## src/rtl/fetch_unit_pkg.sv

```systemverilog
// Shared definitions for the instruction-fetch front end.
// Holds default widths, reset PC, instruction size and the queue entry layout.
// Imported by fetch_unit and fetch_queue.
package fetch_unit_pkg;

  localparam int          XLEN_DEF     = 32;
  localparam logic [31:0] RESET_PC_DEF = 32'h0000_0000;
  localparam int          INST_BYTES   = 4;
  localparam logic [31:0] NOP_INST     = 32'h0000_0013;

  // One prefetch queue slot: PC in the upper half, instruction in the lower half.
  typedef struct packed {
    logic [XLEN_DEF-1:0] pc;
    logic [XLEN_DEF-1:0] inst;
  } fetch_entry_t;

endpackage

```

## src/rtl/fetch_queue.sv

```systemverilog
// Prefetch queue: synchronous FIFO of DEPTH entries with push, pop and clear.
// Ports: push_i/push_dat_i write, pop_i advances head, clear_i empties, head_dat_o/count_o.
// Latency 1 cycle from push to visible head; the caller guarantees no push when full.
module fetch_queue #(
  parameter int W     = 64,
  parameter int DEPTH = 4
) (
  input  logic                     clk,
  input  logic                     rst_ni,
  input  logic                     push_i,
  input  logic [W-1:0]             push_dat_i,
  input  logic                     pop_i,
  input  logic                     clear_i,
  output logic [W-1:0]             head_dat_o,
  output logic [$clog2(DEPTH):0]   count_o
);

  localparam int PW = $clog2(DEPTH);
  localparam int CW = PW + 1;

  logic [W-1:0]  mem_q [DEPTH];
  logic [PW-1:0] wr_q, rd_q;
  logic [CW-1:0] count_q;

  // Pointers wrap naturally because DEPTH is a power of two.
  always_ff @(posedge clk or negedge rst_ni) begin
    if (!rst_ni) begin
      wr_q    <= '0;
      rd_q    <= '0;
      count_q <= '0;
    end else if (clear_i) begin
      wr_q    <= '0;
      rd_q    <= '0;
      count_q <= '0;
    end else begin
      if (push_i) wr_q <= wr_q + PW'(1);
      if (pop_i)  rd_q <= rd_q + PW'(1);
      count_q <= count_q + CW'(push_i) - CW'(pop_i);
    end
  end

  // Storage needs no reset: entries are only visible while count is non-zero.
  always_ff @(posedge clk) begin
    if (push_i && !clear_i) mem_q[wr_q] <= push_dat_i;
  end

  assign head_dat_o = mem_q[rd_q];
  assign count_o    = count_q;

endmodule

```

## src/rtl/fetch_unit.sv

```systemverilog
// Instruction fetch front end: credit-limited sequential fetch into a prefetch queue.
// Ports: imem_req_* request (valid/ready), imem_rsp_* in-order response, redirect_*, inst_* to decode.
// Response-to-decode latency 1 cycle; requests stall when queue plus in-flight reaches DEPTH.
module fetch_unit
  import fetch_unit_pkg::*;
#(
  parameter int              XLEN     = XLEN_DEF,
  parameter int              DEPTH    = 4,
  parameter logic [XLEN-1:0] RESET_PC = RESET_PC_DEF
) (
  input  logic            clk,
  input  logic            rst,
  output logic            imem_req_valid,
  input  logic            imem_req_ready,
  output logic [XLEN-1:0] imem_req_addr,
  input  logic            imem_rsp_valid,
  input  logic [XLEN-1:0] imem_rsp_data,
  input  logic            redirect_valid,
  input  logic [XLEN-1:0] redirect_pc,
  output logic            inst_valid,
  input  logic            inst_ready,
  output logic [XLEN-1:0] inst_data,
  output logic [XLEN-1:0] inst_pc
);

  localparam int              CW   = $clog2(DEPTH) + 1;
  localparam logic [XLEN-1:0] STEP = XLEN'(INST_BYTES);

  logic            run_q;
  logic [XLEN-1:0] fetch_pc_q, fetch_pc_d;
  logic [XLEN-1:0] rsp_pc_q, rsp_pc_d;
  logic [CW-1:0]   out_q, out_d;
  logic [CW-1:0]   disc_q, disc_d;

  logic [CW-1:0]     q_count;
  logic [2*XLEN-1:0] q_head;
  logic              credit_ok, req_fire, rsp_drop, rsp_push, q_pop;

  // Credits come from registered state only, so the sole combinational
  // input to imem_req_valid is redirect_valid.
  assign credit_ok      = ({1'b0, q_count} + {1'b0, out_q}) < (CW+1)'(DEPTH);
  // run_q holds requests off during reset and for the first cycle after it.
  assign imem_req_valid = run_q && !redirect_valid && credit_ok;
  assign imem_req_addr  = fetch_pc_q;
  assign req_fire       = imem_req_valid && imem_req_ready;

  assign rsp_drop = imem_rsp_valid && (disc_q != '0);
  assign rsp_push = imem_rsp_valid && (disc_q == '0) && !redirect_valid;

  assign inst_valid = (q_count != '0);
  assign q_pop      = inst_valid && inst_ready && !redirect_valid;
  assign inst_pc    = inst_valid ? q_head[2*XLEN-1:XLEN] : '0;
  assign inst_data  = inst_valid ? q_head[XLEN-1:0]      : '0;

  always_comb begin
    fetch_pc_d = fetch_pc_q;
    rsp_pc_d   = rsp_pc_q;
    disc_d     = disc_q;
    out_d      = out_q + CW'(req_fire) - CW'(imem_rsp_valid);

    if (req_fire) fetch_pc_d = fetch_pc_q + STEP;
    if (rsp_drop) disc_d     = disc_q - CW'(1);
    if (rsp_push) rsp_pc_d   = rsp_pc_q + STEP;

    if (redirect_valid) begin
      fetch_pc_d = redirect_pc & ~XLEN'(3);
      rsp_pc_d   = redirect_pc & ~XLEN'(3);
      // No request can handshake in a redirect cycle, so everything still
      // outstanding after this cycle is stale and must be discarded.
      disc_d     = out_d;
    end
  end

  always_ff @(posedge clk or negedge rst) begin
    if (!rst) begin
      run_q      <= 1'b0;
      fetch_pc_q <= RESET_PC;
      rsp_pc_q   <= RESET_PC;
      out_q      <= '0;
      disc_q     <= '0;
    end else begin
      run_q      <= 1'b1;
      fetch_pc_q <= fetch_pc_d;
      rsp_pc_q   <= rsp_pc_d;
      out_q      <= out_d;
      disc_q     <= disc_d;
    end
  end

  fetch_queue #(
    .W     (2*XLEN),
    .DEPTH (DEPTH)
  ) u_queue (
    .clk        (clk),
    .rst_ni     (rst),
    .push_i     (rsp_push),
    .push_dat_i ({rsp_pc_q, imem_rsp_data}),
    .pop_i      (q_pop),
    .clear_i    (redirect_valid),
    .head_dat_o (q_head),
    .count_o    (q_count)
  );

endmodule

```

## config.mk

```make
export PLATFORM = sky130hd
export DESIGN_NAME = fetch_unit
export DESIGN_NICKNAME = d
export VERILOG_FILES = /design/src/rtl/fetch_unit_pkg.sv /design/src/rtl/fetch_queue.sv /design/src/rtl/fetch_unit.sv
export SDC_FILE = /design/constraint.sdc
export NUM_CORES = 1
export LEC_CHECK = 0
export CORE_MARGIN = 2
export CORE_UTILIZATION = 60
export DETAILED_ROUTE_END_ITERATION = 8
export PLACE_DENSITY = 0.83
export SYNTH_ARGS = -nofsm -noshare
export SYNTH_HDL_FRONTEND = slang
export SYNTH_HIERARCHICAL = 1
export SYNTH_SLANG_ARGS = --single-unit
```

## constraint.sdc

```tcl
create_clock -name clk -period 6.6 [get_ports clk]
set_input_delay 1.65 -clock clk [delete_from_list [all_inputs] [get_ports clk]]
set_output_delay 1.65 -clock clk [all_outputs]
set_load 0.02 [all_outputs]
```

==> results of run 1 <==
power by group:
| group | total, mW | internal [mW] | switching, mW |
|---|---|---|---|
| registers | 2.50 | 2.35 | 0.148 |
| logic | 1.33 | 0.660 | 0.666 |
| clock network | 1.67 | 0.933 | 0.737 |
| total | 5.49 | 3.94 | 1.55 |
sequential cells by signal, summed over array words and instances (netlist names):
| name | count |
|---|---|
| run_q | 1 |
| u_queue/count_o | 3 |
| out_q | 3 |
| disc_q | 3 |
| u_queue/rd_q | 2 |
| u_queue/mem_q | 256 |
| rsp_pc_q | 30 |
| imem_req_addr | 30 |
| u_queue/wr_q | 2 |
cell type report:
class	instances	area [µm²]	share of cell area (%)
tap	285	357	2.13
clock inverter	24	170	1.02
sequential	330	9540	57.0
multi-input combinational	474	4090	24.4
timing repair buffer	178	1730	10.4
inverter	20	75.1	0.448
clock buffer	33	783	4.67
critical path, stage by stage, from the launching register on:
cell and delay [ps]:
dfrtp_4 1000, buf_4 450, mux4_2 550, and2_1 170, clkdlybuf4s50_1 540
how the worst max path moves through the flow:
stage,to,cells past startpoint,from
after global routing,inst_data[31],4,u_queue/rd_q[0]
after detailed placement,disc_q[2],12,redirect_valid
final,inst_pc[0],4,u_queue/rd_q[0]
after global placement,disc_q[2],11,imem_req_ready
after floorplan,u_queue/mem_q[0][0],5,redirect_valid
after CTS,inst_pc[0],4,u_queue/rd_q[0]
per-stage QoR:
| stage | instances | hold slack, ps | utilization [%] |
|---|---|---|---|
| 2_1_floorplan | 864 | 476 | - |
| 3_3_place_gp | 1287 | 526 | 69.6 |
| 3_5_place_dp | 1287 | 545 | 69.6 |
| 4_1_cts | 1344 | 560 | 73.8 |
| 5_1_grt | 1344 | 576 | 73.8 |
| 6_report | 1344 | 550 | 73.8 |
cells in the mapped netlist, types with 2 or more instances:
cell type | n | area [µm²]
dfrtp_1 | 74 | 1850
buf_1 | 2 | 7.51
nor4_2 | 4 | 50.1
inv_1 | 18 | 67.6
o211ai_1 | 9 | 67.6
mux2i_1 | 3 | 30.0
nand4b_1 | 2 | 17.5
nand3b_1 | 3 | 22.5
fa_1 | 2 | 40.0
mux2_2 | 8 | 90.1
a31oi_1 | 3 | 18.8
nand3_1 | 37 | 185
buf_2 | 8 | 40.0
nand2_1 | 50 | 188
o311ai_0 | 5 | 43.8
clkbuf_1 | 18 | 67.6
mux4_2 | 64 | 1440
nor3_2 | 2 | 20.0
o21ai_0 | 37 | 185
o311ai_1 | 5 | 43.8
conb_1 | 2 | 7.51
and2_1 | 74 | 463
a21oi_1 | 11 | 55.1
nor3_1 | 7 | 35.0
buf_4 | 7 | 52.6
nor2b_1 | 3 | 18.8
and4_1 | 2 | 17.5
xor2_1 | 26 | 228
nor2_1 | 27 | 101
nand4_1 | 26 | 163
edfxtp_1 | 256 | 7690
ha_1 | 14 | 175
and3_1 | 7 | 43.8
buf_12 | 3 | 60.1
xnor2_1 | 15 | 131
metal layers:
layer	part of all wire, %	up-vias	global-route usage [%]	wire length (µm)
li1	-	3636	-	-
met1	40	4058	34.7	11500
met2	50	387	40.2	14300
met3	8.0	46	3.85	2310
met4	2.3	0	7.16	667
met5	0	-	0	0
kinds of logic (layout without fill, tap and decap cells):
| family | Yosys count | after routing |
|---|---|---|
| xor+xnor | 42 | 42 |
| fa+ha+maj | 16 | 16 |
| flops | 330 | 330 |
| buf+inv | 60 | 255 |
| simple gates | 251 | 251 |
| compound gates | 79 | 79 |
| mux | 75 | 75 |
| other cells | 2 | 11 |
==> results.ini, run 1 <==
[sta]
final_hold_viol_count = 0
finClkSkew_ps = 10.3
fin_tns_setup_ps = 0
setup_violations = 0
worst_pin_slew_ps = 1170
worst_slack_ps = 1670
fin_crit_ps = 4930
fin_crit_sh_pct = 74.7
rsz0062_at_grt = no
slew-limit-headroom_pct = 21.7
fmax_mhz = 203
finalMaxSlewViolations = 0

[finish]
final_common_cell = edfxtp_1
n_antenna_cell = 0
area_growth_pct = 20.4
fillers = 1361
drive_gt1_share_pct = 14.5
fin_area_um2 = 16800
nets = 1121
layout_common_cells = 256 x edfxtp_1, 161 x clkdlybuf4s50_1, 72 x dfrtp_1

[place]
dp_hpwl_um = 17600
place_area_um2 = 15800
finalWeightedCongestion = 0.905
dp_worst_setup_slack_ps = 2050
port_buffers = 163

[power]
powerDensity_nw_per_um2 = 328
total_power_mw = 5.49
irDropWorstVdd_v = 0.000190
power.leakage_nw = 5.68

[hold_path]
hold_path_end = out_q[0]
hold_depth = 1
hp-class = reg2reg
hp-start = out_q[0]

[clock_network]
cts_tree = done
post-cts-setup-buffers = 0
clk_pin_slew_worst_paths_ps = 60
root_buffer = clkbuf_16
clkLatencyLatePin_ps = 550
postCtsHoldBufs = 0
cts_buffers = 31
numClockSinks = 330
clk_path_buf_depth = 3
cts_resized = 0
htree_num_levels = 1

[die]
start_util_pct = 61.3
core-area_um2 = 22700
dieWidth_um = 156
die_h_um = 156
die-area_um2 = 24400
num_rows = 55
io_pins = 168

[synthesis]
synth-edff-count = 256
syn_area_um2 = 13900
synthArstFlopShare_pct = 22.4
ys.flop_type = edfxtp_1
syn_avg_cell_area_um2 = 16.3
synthAdderAreaFrac_pct = 1.55
synth_warnings = 6
synth_top_family_by_area = multiplexers
ys_types = 56
yosys.area_share.xor_xnor_pct = 2.74
synthSimpleGateAreaFrac_pct = 10.0
ys_seq_area_share_pct = 68.5
ys_ff_latch = 330
netlist_instances = 855
muxShareOfSynthArea_pct = 11.2
synth-compound-area-share_pct = 3.52

[critical_path]
reg2reg_depth = 12
cp-end-kind = output pin
worst-r2r-setup-slack_ps = 3140
crit_fanout = 44
r2r_end = disc_q[2]
r2r_start = u_queue/count_o[1]
cp-start-kind = flop
worstPathArrival_ps = 3280
critPathKind = reg2out
required_ps = 4950

[grt]
grt_pass1_wl_um = 45900
grt_max_degree = 67
track_usage_pct = 24.5
grt_pass1_vias = 8332
overflow = 0
antenna_found_initial = 0

[drt]
viasPerCell = 6.05
wirelength_um = 28800
post-route-drc-count = 0
dr_total_vias = 8127
first_pass_iters = 5
ant_nets = 0
wire_per_inst_um = 21.4
drtIter0Drc = 697

[flow_run]
max_cap_violations = 0

[status]
outcome = completed

Note: power is estimated with default switching activity, not from simulation.
==> run 2: changes to the inputs <==
--- a/config.mk
+++ b/config.mk
@@ -6,9 +6,9 @@
 export NUM_CORES = 1
 export LEC_CHECK = 0
 export CORE_MARGIN = 2
-export CORE_UTILIZATION = 60
+export CORE_UTILIZATION = 56
 export DETAILED_ROUTE_END_ITERATION = 8
-export PLACE_DENSITY = 0.83
+export PLACE_DENSITY = 0.78
 export SYNTH_ARGS = -nofsm -noshare
 export SYNTH_HDL_FRONTEND = slang
 export SYNTH_HIERARCHICAL = 1
==> constraint.sdc (replaced) <==
create_clock -name clk -period 4.8 [get_ports clk]
set_input_delay 1.2 -clock clk [delete_from_list [all_inputs] [get_ports clk]]
set_output_delay 1.2 -clock clk [all_outputs]
set_load 0.02 [all_outputs]
==> results.ini, run 2 (same netlist as run 1, synthesis figures left out) <==
[die]
die_h_um = 162
io_pins = 168
num_rows = 57
start_util_pct = 57.1
die-area_um2 = 26100
dieWidth_um = 162
core-area_um2 = 24400

[finish]
largest_reg_flops = 256
final_common_cell = edfxtp_1
nets = 1120
layout_common_cells = 256 x edfxtp_1, 161 x clkdlybuf4s50_1, 72 x dfrtp_1
final_cells = 1382
utilization_pct = 69.6
largest-register = u_queue/mem_q
fin_area_um2 = 17000
n_antenna_cell = 0
drive_gt1_share_pct = 14.5
area_growth_pct = 22.0

[critical_path]
cp-start-kind = flop
critPathLaunch = u_queue/rd_q[0]
worst-r2r-setup-slack_ps = 1730
r2r_start = out_q[1]
crit_fanout = 21
reg2reg_depth = 13
worstPathArrival_ps = 2990
cp-end-kind = output pin
critPathKind = reg2out
required_ps = 3600
r2r_end = disc_q[2]
cp-endpoint = inst_pc[14]

[sta]
holdWs_ps = 529
slew-limit-headroom_pct = 20.8
worst_slack_ps = 611
rsz0062_at_grt = no
fmax_mhz = 239
finClkSkew_ps = 8.97
setup_violations = 0
fin_crit_sh_pct = 87.3
fin_tns_setup_ps = 0
worst_pin_slew_ps = 1180
finalMaxSlewViolations = 0
fin_crit_ps = 4190
final_hold_viol_count = 0

[clock_network]
clk_pin_slew_worst_paths_ps = 60
root_buffer = clkbuf_16
clk_path_buf_depth = 3
cts_buffers = 31
postCtsHoldBufs = 0
clkLatencyLatePin_ps = 550
post-cts-setup-buffers = 0
cts_resized = 0
htree_num_levels = 1
numClockSinks = 330
cts_tree = done

[drt]
dr_total_vias = 7993
wirelength_um = 28100
first_pass_iters = 6
post-route-drc-count = 0
drtIter0Drc = 728
viasPerCell = 5.78
wire_per_inst_um = 20.3
ant_nets = 0

[power]
irDropWorstVdd_v = 0.000243
powerDensity_nw_per_um2 = 454
total_power_mw = 7.72
power.leakage_nw = 5.74

[hold_path]
hp-class = reg2reg

[place]
place_area_um2 = 15900
dp_hpwl_um = 16800
dp.cells = 1325
port_buffers = 163
dp_worst_setup_slack_ps = 942
finalWeightedCongestion = 0.876

[grt]
overflow = 0
grt_max_degree = 75
antenna_found_initial = 0
track_usage_pct = 21.5
grt_pass1_wl_um = 44000
grt_pass1_vias = 7866

[status]
outcome = completed

[flow_run]
max_cap_violations = 0

run 2: area by class of cell:
cell class / count / area (µm²)
timing repair buffer: 177 / 1830
tap: 324 / 405
clock buffer: 48 / 897
clock inverter: 9 / 144
inverter: 20 / 75.1
sequential: 330 / 9540
multi-input combinational: 474 / 4090
fill: 1649 / 7410
run 2: how the worst min path moves through the flow:
stage,startpoint,end,slack (ps),cells after the start
6_report,out_q[0],out_q[0],530,1
5_1_grt,out_q[0],out_q[0],560,1
4_1_cts,out_q[0],out_q[0],530,1
3_5_place_dp,out_q[0],out_q[0],520,1
3_3_place_gp,rsp_pc_q[4],u_queue/mem_q[2][36],530,0
2_1_floorplan,rsp_pc_q[30],u_queue/mem_q[0][62],480,0
run 2: report_power, final:
group / internal, mW / total, mW / switching [mW]
Sequential: 3.23 / 3.40 / 0.173
Clock: 1.49 / 2.46 / 0.972
Combinational: 0.917 / 1.85 / 0.933
Total: 5.64 / 7.72 / 2.08
run 2: worst max-delay path, stage by stage (launching register included):
cell and delay [ps]:
dfrtp_4 710, buf_4 430, mux4_2 600, and2_1 160
clkdlybuf4s50_1 540
run 2: routing by layer:
| layer | GRT usage, % | up-vias | share of wire [%] |
|---|---|---|---|
| met2 | 35.4 | 320 | 49 |
| met1 | 31.8 | 4005 | 43 |
| met3 | 2.94 | 35 | 6.5 |
| li1 | - | 3633 | - |
| met5 | 0 | - | 0 |
| met4 | 3.94 | 0 | 1.3 |
